### config.mk
export PLATFORM = sky130hd
export DESIGN_NAME = rv_seq_ctrl
export DESIGN_NICKNAME = d
export VERILOG_FILES = /design/src/rtl/rv_seq_ctrl.sv
export SDC_FILE = /design/constraint.sdc
export NUM_CORES = 1
export LEC_CHECK = 0
export CORE_AREA = 5 5 90 155
export DETAILED_ROUTE_END_ITERATION = 8
export DIE_AREA = 0 0 95 160
export GPL_ROUTABILITY_DRIVEN = 0
export GPL_TIMING_DRIVEN = 0
export PLACE_DENSITY = 0.75
export SLEW_MARGIN = 10
export SYNTH_ARGS = -nofsm -noshare
export SYNTH_HDL_FRONTEND = slang
export SYNTH_SLANG_ARGS = --single-unit
### constraint.sdc
create_clock -name clk -period 5.36 [get_ports clk]
set_input_delay 0.804 -clock clk [delete_from_list [all_inputs] [get_ports clk]]
set_output_delay 0.804 -clock clk [all_outputs]
set_load 0.01 [all_outputs]
### src/rtl/rv_seq_ctrl.sv
// Multi-cycle FETCH/DECODE/EXEC/WB control sequencer for the R/I-type RISC-V datapath.
// Optional feature: define RV_SEQ_TRAP_EN to halt with a sticky trap on illegal opcodes.
module rv_seq_ctrl #(
  parameter logic [31:0] RESET_PC = 32'h0000_0000
) (
  input  logic        clk,
  input  logic        rst_n,
  input  logic        start,
  output logic        imem_req,
  output logic [31:0] imem_addr,
  input  logic        imem_ack,
  input  logic [31:0] imem_rdata,
  output logic [4:0]  rs1_addr,
  output logic [4:0]  rs2_addr,
  output logic [4:0]  rd_addr,
  output logic        rf_we,
  output logic [3:0]  alu_op,
  output logic        alu_src_imm,
  output logic [31:0] imm,
  output logic        busy,
  output logic        halted,
  output logic        trap,
  output logic [31:0] instret
);

  typedef enum logic [2:0] {
    S_IDLE,
    S_FETCH,
    S_DECODE,
    S_EXEC,
    S_WB,
    S_HALT
  } state_e;

  localparam logic [6:0] OPC_R   = 7'b0110011;
  localparam logic [6:0] OPC_I   = 7'b0010011;
  localparam logic [6:0] OPC_SYS = 7'b1110011;

  state_e      state_q;
  logic [31:0] pc_q;
  logic [31:0] ir_q;
  logic        req_q;
  logic [4:0]  rs1_q;
  logic [4:0]  rs2_q;
  logic [4:0]  rd_q;
  logic        we_q;
  logic [3:0]  op_q;
  logic        src_q;
  logic [31:0] imm_q;
  logic        busy_q;
  logic        halted_q;
  logic        trap_q;
  logic [31:0] instret_q;
  logic        nop_q;

  logic        is_r_d;
  logic        is_i_d;
  logic        is_sys_d;
  logic        is_ill_d;
  logic [3:0]  op_d;
  logic [31:0] imm_d;
  logic [31:0] pc_inc_d;

  always_comb begin
    is_r_d   = (ir_q[6:0] == OPC_R);
    is_i_d   = (ir_q[6:0] == OPC_I);
    is_sys_d = (ir_q[6:0] == OPC_SYS);
    is_ill_d = !(is_r_d || is_i_d || is_sys_d);
    op_d     = 4'b0000;
    // Only the shift-right immediates carry the arithmetic/logical select in ir[30].
    if (is_r_d) begin
      op_d = {ir_q[30], ir_q[14:12]};
    end else if (is_i_d) begin
      op_d = (ir_q[14:12] == 3'b101) ? {ir_q[30], ir_q[14:12]} : {1'b0, ir_q[14:12]};
    end
    imm_d    = {{20{ir_q[31]}}, ir_q[31:20]};
    pc_inc_d = pc_q + 32'd4;
  end

  // The instruction register is pure data; it is only meaningful after a fetch.
  always_ff @(posedge clk) begin
    if (state_q == S_FETCH && imem_ack) begin
      ir_q <= imem_rdata;
    end
  end

  always_ff @(posedge clk) begin
    if (!rst_n) begin
      state_q   <= S_IDLE;
      pc_q      <= RESET_PC;
      req_q     <= 1'b0;
      rs1_q     <= 5'd0;
      rs2_q     <= 5'd0;
      rd_q      <= 5'd0;
      we_q      <= 1'b0;
      op_q      <= 4'd0;
      src_q     <= 1'b0;
      imm_q     <= 32'd0;
      busy_q    <= 1'b0;
      halted_q  <= 1'b0;
      trap_q    <= 1'b0;
      instret_q <= 32'd0;
      nop_q     <= 1'b0;
    end else begin
      case (state_q)
        S_IDLE: begin
          if (start) begin
            pc_q    <= RESET_PC;
            req_q   <= 1'b1;
            busy_q  <= 1'b1;
            state_q <= S_FETCH;
          end
        end
        S_FETCH: begin
          if (imem_ack) begin
            req_q   <= 1'b0;
            state_q <= S_DECODE;
          end
        end
        S_DECODE: begin
          rs1_q <= ir_q[19:15];
          rs2_q <= ir_q[24:20];
          rd_q  <= ir_q[11:7];
          op_q  <= op_d;
          src_q <= is_i_d;
          imm_q <= imm_d;
          nop_q <= is_ill_d;
          if (is_sys_d) begin
            busy_q   <= 1'b0;
            halted_q <= 1'b1;
            state_q  <= S_HALT;
          end else if (is_ill_d) begin
`ifdef RV_SEQ_TRAP_EN
            trap_q   <= 1'b1;
            busy_q   <= 1'b0;
            halted_q <= 1'b1;
            state_q  <= S_HALT;
`else
            state_q  <= S_EXEC;
`endif
          end else begin
            state_q <= S_EXEC;
          end
        end
        S_EXEC: begin
          // Writes to x0 and NOP'd illegal words never reach the register file.
          we_q    <= (rd_q != 5'd0) && !nop_q;
          state_q <= S_WB;
        end
        S_WB: begin
          we_q      <= 1'b0;
          pc_q      <= pc_inc_d;
          instret_q <= instret_q + 32'd1;
          req_q     <= 1'b1;
          state_q   <= S_FETCH;
        end
        S_HALT: begin
          state_q <= S_HALT;
        end
        default: begin
          state_q <= S_IDLE;
          req_q   <= 1'b0;
          we_q    <= 1'b0;
          busy_q  <= 1'b0;
        end
      endcase
    end
  end

  assign imem_req    = req_q;
  assign imem_addr   = pc_q;
  assign rs1_addr    = rs1_q;
  assign rs2_addr    = rs2_q;
  assign rd_addr     = rd_q;
  assign rf_we       = we_q;
  assign alu_op      = op_q;
  assign alu_src_imm = src_q;
  assign imm         = imm_q;
  assign busy        = busy_q;
  assign halted      = halted_q;
  assign trap        = trap_q;
  assign instret     = instret_q;

endmodule

### Word level (Yosys, flattened, before mapping)

Index checks and enable logic that the tools add are counted.

* register bits after elaboration: 136
* input bits: 36
* logic and storage cells: 63

* equal/unequal tests: 12
* muxes and demuxes: 15
* bitwise operators: 2
* $add $sub $neg: 2
* reduce and logical (&&, ||, !) cells: 17

Operator list (number)
* $pmux 32 s2: 1
* $add 32x1->32 const B: 1
* $add 32x3->32 const B: 1
* $mux 32: 1
* $pmux 3 s6: 1
* $mux 4: 3
* $eq 3x3->1 const B: 3
* $mux 3: 3
* $reduce_or 4->1: 2
* $eq 7x5->1 const B: 1
* $eq 7x6->1 const B: 1
* $eq 7x7->1 const B: 1
* $eq 3x2->1 const B: 2
* $ne 2x2->1 const B: 3
* $reduce_and 2->1: 3
* $reduce_and 3->1: 2
* $reduce_bool 5->1: 1
* $pmux 1 s4: 1
* $eq 3x1->1 const B: 1
* $logic_not 3->1: 1
* $mux 1: 3
* $pmux 1 s3: 1
* $reduce_or 3->1: 1
* $logic_and 1x1->1: 2
* other kinds (5): 8

### Longest topological paths before layout

* word-level depth: 4
* mapped depth: 7
* depth with buffers taken out: 6

### Least setup slack after synthesis

Ideal clock, no wire load.

* path kind: input -> register
* from: input port imem_ack
* to: register ir_q[0] (enable)
* required time: 4.939 ns
* path slack: 2.704 ns
* setup time: 0.421 ns
* arrival: 2.235 ns
* cell stages on the path: 2
* cells stage by stage: nand2_1 -> nor2_1

* longest elaborated chain between the ends: 1

Ends and longest elaborated chain
* from (decl): RTL line 11 `input logic imem_ack,`
* $logic_and 1x1->1: RTL line 82 `if (state_q == S_FETCH && imem_ack) begin`
* to (signal assigned): RTL line 83 `ir_q <= imem_rdata;`
* to (decl): RTL line 41 `logic [31:0] ir_q;`

No other way between the ends.
A chain may end at the register's enable or synchronous reset.

### Worst setup path after layout

* from: register imm[11] (netlist name)
* to: output port imm[24]

RTL lines
* to (decl): RTL line 19 `output logic [31:0] imm,`

No word-level cell between the ends.

==> run metrics <==
DRC violations left 0; floorplan die width 95 µm; pin slew with the least headroom to its limit 0.857 ns; total power per unit cell area 302 nW/µm²; post-route total power 0.00238 W; upper clock frequency limit 0.367 GHz; area of all placed cells without fillers 7880 µm²; largest driver fanout on the critical path 22; FF+latch count, synth 129; maximum vdd ir drop 249 µV; distinct cell type count after synthesis 52; hold violation total from the final report 0; Syn-to-layout area delta 43.2%; # diodes 0; Sum Neg Setup Slack 0 ns; utilization after layout 63.4%; Rows 54; most common cell in the synthesized netlist sky130_fd_sc_hd__dfxtp_1; reg2reg path depth 7; Relative slew margins 42.7%; antenna violation net count after detailed routing 0; R2R setup slack 3.27 ns; drt first pass iters 5; number of synthesized flops with an enable pin 32; RSZ-0062 raised after global routing no; post-layout minimum cycle time 2.72 ns; final worst-path cycle share 50.8%; number of clock sinks 129; Worst setup EP type output port; number of antenna violations at the first check in global routing 0; maximum number of buffers from clock root to sink 2; Setup violations, final 0; Min-Delay Path Depth 2; cell area after placement 7260 µm²; classification of the worst setup path reg2out; die height 160 µm; wire length of the first global-routing pass 24,300 µm; GRT Residual Overflow 0; boundary pin count 157; sequential share of the synthesized area 52.7%; total of buffers placed on input and output ports 153; reported leakage power 2.75 nW; initial standard-cell utilization of the core 44.3%; number of nets in the layout 797; Avg Vias per Cell 5.24; maximum number of pins on one net before global-route repair 33; number of buffers inserted by hold repair at cts 0; most used standard cells in the synthesized netlist sky130_fd_sc_hd__dfxtp_1 (97), sky130_fd_sc_hd__nand2_1 (84), sky130_fd_sc_hd__a21oi_1 (48), sky130_fd_sc_hd__nor2_1 (43), sky130_fd_sc_hd__edfxtp_1 (32); synthesized area 5510 µm²; total global routing track utilization 20.1%; post-route worst hold slack 0.456 ns; portion of synthesized cell area occupied by the leading cell type 35.3%; die outline area 15,200 µm²; Synth Instances 585; Crit path arrival time 1.92 ns; post-CTS setup repair buffer count 0; worst-skew pair later-pin latency 0.41 ns; share of cells above drive strength 1 9.72%; area occupied by multi-input gates 2260 µm²; post-cts gate resize count 0; routed length on met2 8420 µm; overall routed net length 14,900 µm; mean cell area of the mapped netlist 9.41 µm²; post-route met1 wirelength 5450 µm; class of the worst hold path reg2reg; top cells by area in the synthesized netlist sky130_fd_sc_hd__dfxtp_1 (35%), sky130_fd_sc_hd__edfxtp_1 (17%), sky130_fd_sc_hd__nand2_1 (5.7%); status completed; routed wire length per instance 15.8 µm; Core Box Area 12,400 µm²; predominant post-synthesis flop cell sky130_fd_sc_hd__dfxtp_1; HPWL after detailed placement 11,100 µm; final-report max-slew violation count 0; asr flop ratio synth 0%; via count 4,926; number of H-tree levels 4; clock tree from TritonCTS built; area leader, netlist sky130_fd_sc_hd__dfxtp_1; number of warning messages in the yosys log 0; number of filler cells placed in the layout 1,100; worst clock skew 0.00893 ns; CTS Buf Count 17; detailed router's first-iteration violation count 228; area taken by flip-flops and latches 2900 µm²; vias in the first global route 5,022; top layer used by detailed routing met4; CP Data Required Time 4.56 ns; amount of wire on met3 after detailed routing 699 µm; kind of start point of the critical path flip-flop; Root Driver sky130_fd_sc_hd__clkbuf_16; number of violations of the max-capacitance limit 0; Clock transition at path regs 0.06 ns
==> logic make-up (layout without fill, tap and decap cells) <==
logic type,after synthesis,after routing,share of synthesized area (%)
other cells,1,3,0.0681
compound gates,94,94,9.95
flops,129,129,52.7
mux,9,9,1.64
xor+xnor,27,27,4.30
simple gates,262,262,24.4
buf+inv,61,246,6.45
fa+ha+maj,2,2,0.454
==> routing by layer <==
layer / GRT usage (%) / vias up
li1: - / 2395
met5: 0 / -
met2: 38.6 / 138
met1: 20.2 / 2364
met3: 4.85 / 29
met4: 7.42 / 0
==> final timing paths <==
kind	end	from
setup / recovery	imm[24]	imm[11]
hold reg to reg	rs1_addr[3]	rs1_addr[3]
setup reg to reg	imem_addr[30]	state_q[0]
hold / removal	rs1_addr[3]	rs1_addr[3]
==> cells in the final DEF, fill, tap and decap left out, types with 4 or more instances in the layout <==
cell and instances:
sky130_fd_sc_hd__clkdlybuf4s50_1 153, sky130_fd_sc_hd__clkbuf_1 22, sky130_fd_sc_hd__mux2i_1 9, sky130_fd_sc_hd__and4_1 8, sky130_fd_sc_hd__or4_1 4, sky130_fd_sc_hd__o211ai_1 6
sky130_fd_sc_hd__nand3b_1 4, sky130_fd_sc_hd__buf_4 29, sky130_fd_sc_hd__o31ai_1 6, sky130_fd_sc_hd__xor2_1 22, sky130_fd_sc_hd__nand2b_1 10, sky130_fd_sc_hd__nor2_1 42
sky130_fd_sc_hd__and3_1 7, sky130_fd_sc_hd__inv_1 6, sky130_fd_sc_hd__clkinv_4 5, sky130_fd_sc_hd__nor4_1 6, sky130_fd_sc_hd__or3_1 7, sky130_fd_sc_hd__and2_1 7
sky130_fd_sc_hd__edfxtp_1 32, sky130_fd_sc_hd__nand4_1 23, sky130_fd_sc_hd__nand3_1 31, sky130_fd_sc_hd__o21a_1 7, sky130_fd_sc_hd__a21oi_1 48, sky130_fd_sc_hd__o21ai_0 16
sky130_fd_sc_hd__dfxtp_1 97, sky130_fd_sc_hd__nand2_1 84, sky130_fd_sc_hd__nor3_1 12, sky130_fd_sc_hd__clkbuf_16 17, sky130_fd_sc_hd__xnor2_1 5
==> power by group <==
group	leakage [nW]	internal, W	total, W	switching (W)
Sequential	1.08	0.00102	0.00103	0.0000120
Clock	0.304	0.000754	0.00120	0.000446
Combinational	1.37	0.0000730	0.000148	0.0000754
Total	2.75	0.00185	0.00238	0.000534
==> stage by stage <==
stage               setup WS [ns]  instances
finish                       2.64        940
global route                 2.52        940
CTS                          2.60        940
detailed placement           2.62        908
global placement             1.68        908
floorplan                    2.70        587
==> flip-flops by register name, summed over array words and instances (netlist names) <==
| name | flops |
|---|---|
| imem_req | 1 |
| alu_op | 4 |
| rs1_addr | 5 |
| alu_src_imm | 1 |
| nop_q | 1 |
| imem_addr | 30 |
| rf_we | 1 |
| imm | 8 |
| rd_addr | 5 |
| ir_q | 32 |
| busy | 1 |
| instret | 32 |
| halted | 1 |
| rs2_addr | 4 |
| state_q | 3 |
==> layout make-up <==
class                           count  share of cell area, %
Inverter                            6                  0.286
Clock inverter                     13                   2.24
Timing Repair Buffer              153                   19.4
Sequential cell                   129                   36.8
Buffer                             55                   4.22
Clock buffer                       19                   5.62
Multi-Input combinational cell    397                   28.7
Tap cell                          168                   2.67
==> critical path, stage by stage (launching register included) <==
cell                              delay, ns
sky130_fd_sc_hd__dfxtp_1               0.74
sky130_fd_sc_hd__buf_4                 0.22
sky130_fd_sc_hd__clkdlybuf4s50_1       0.54
Power figures use the tool's default switching activity.
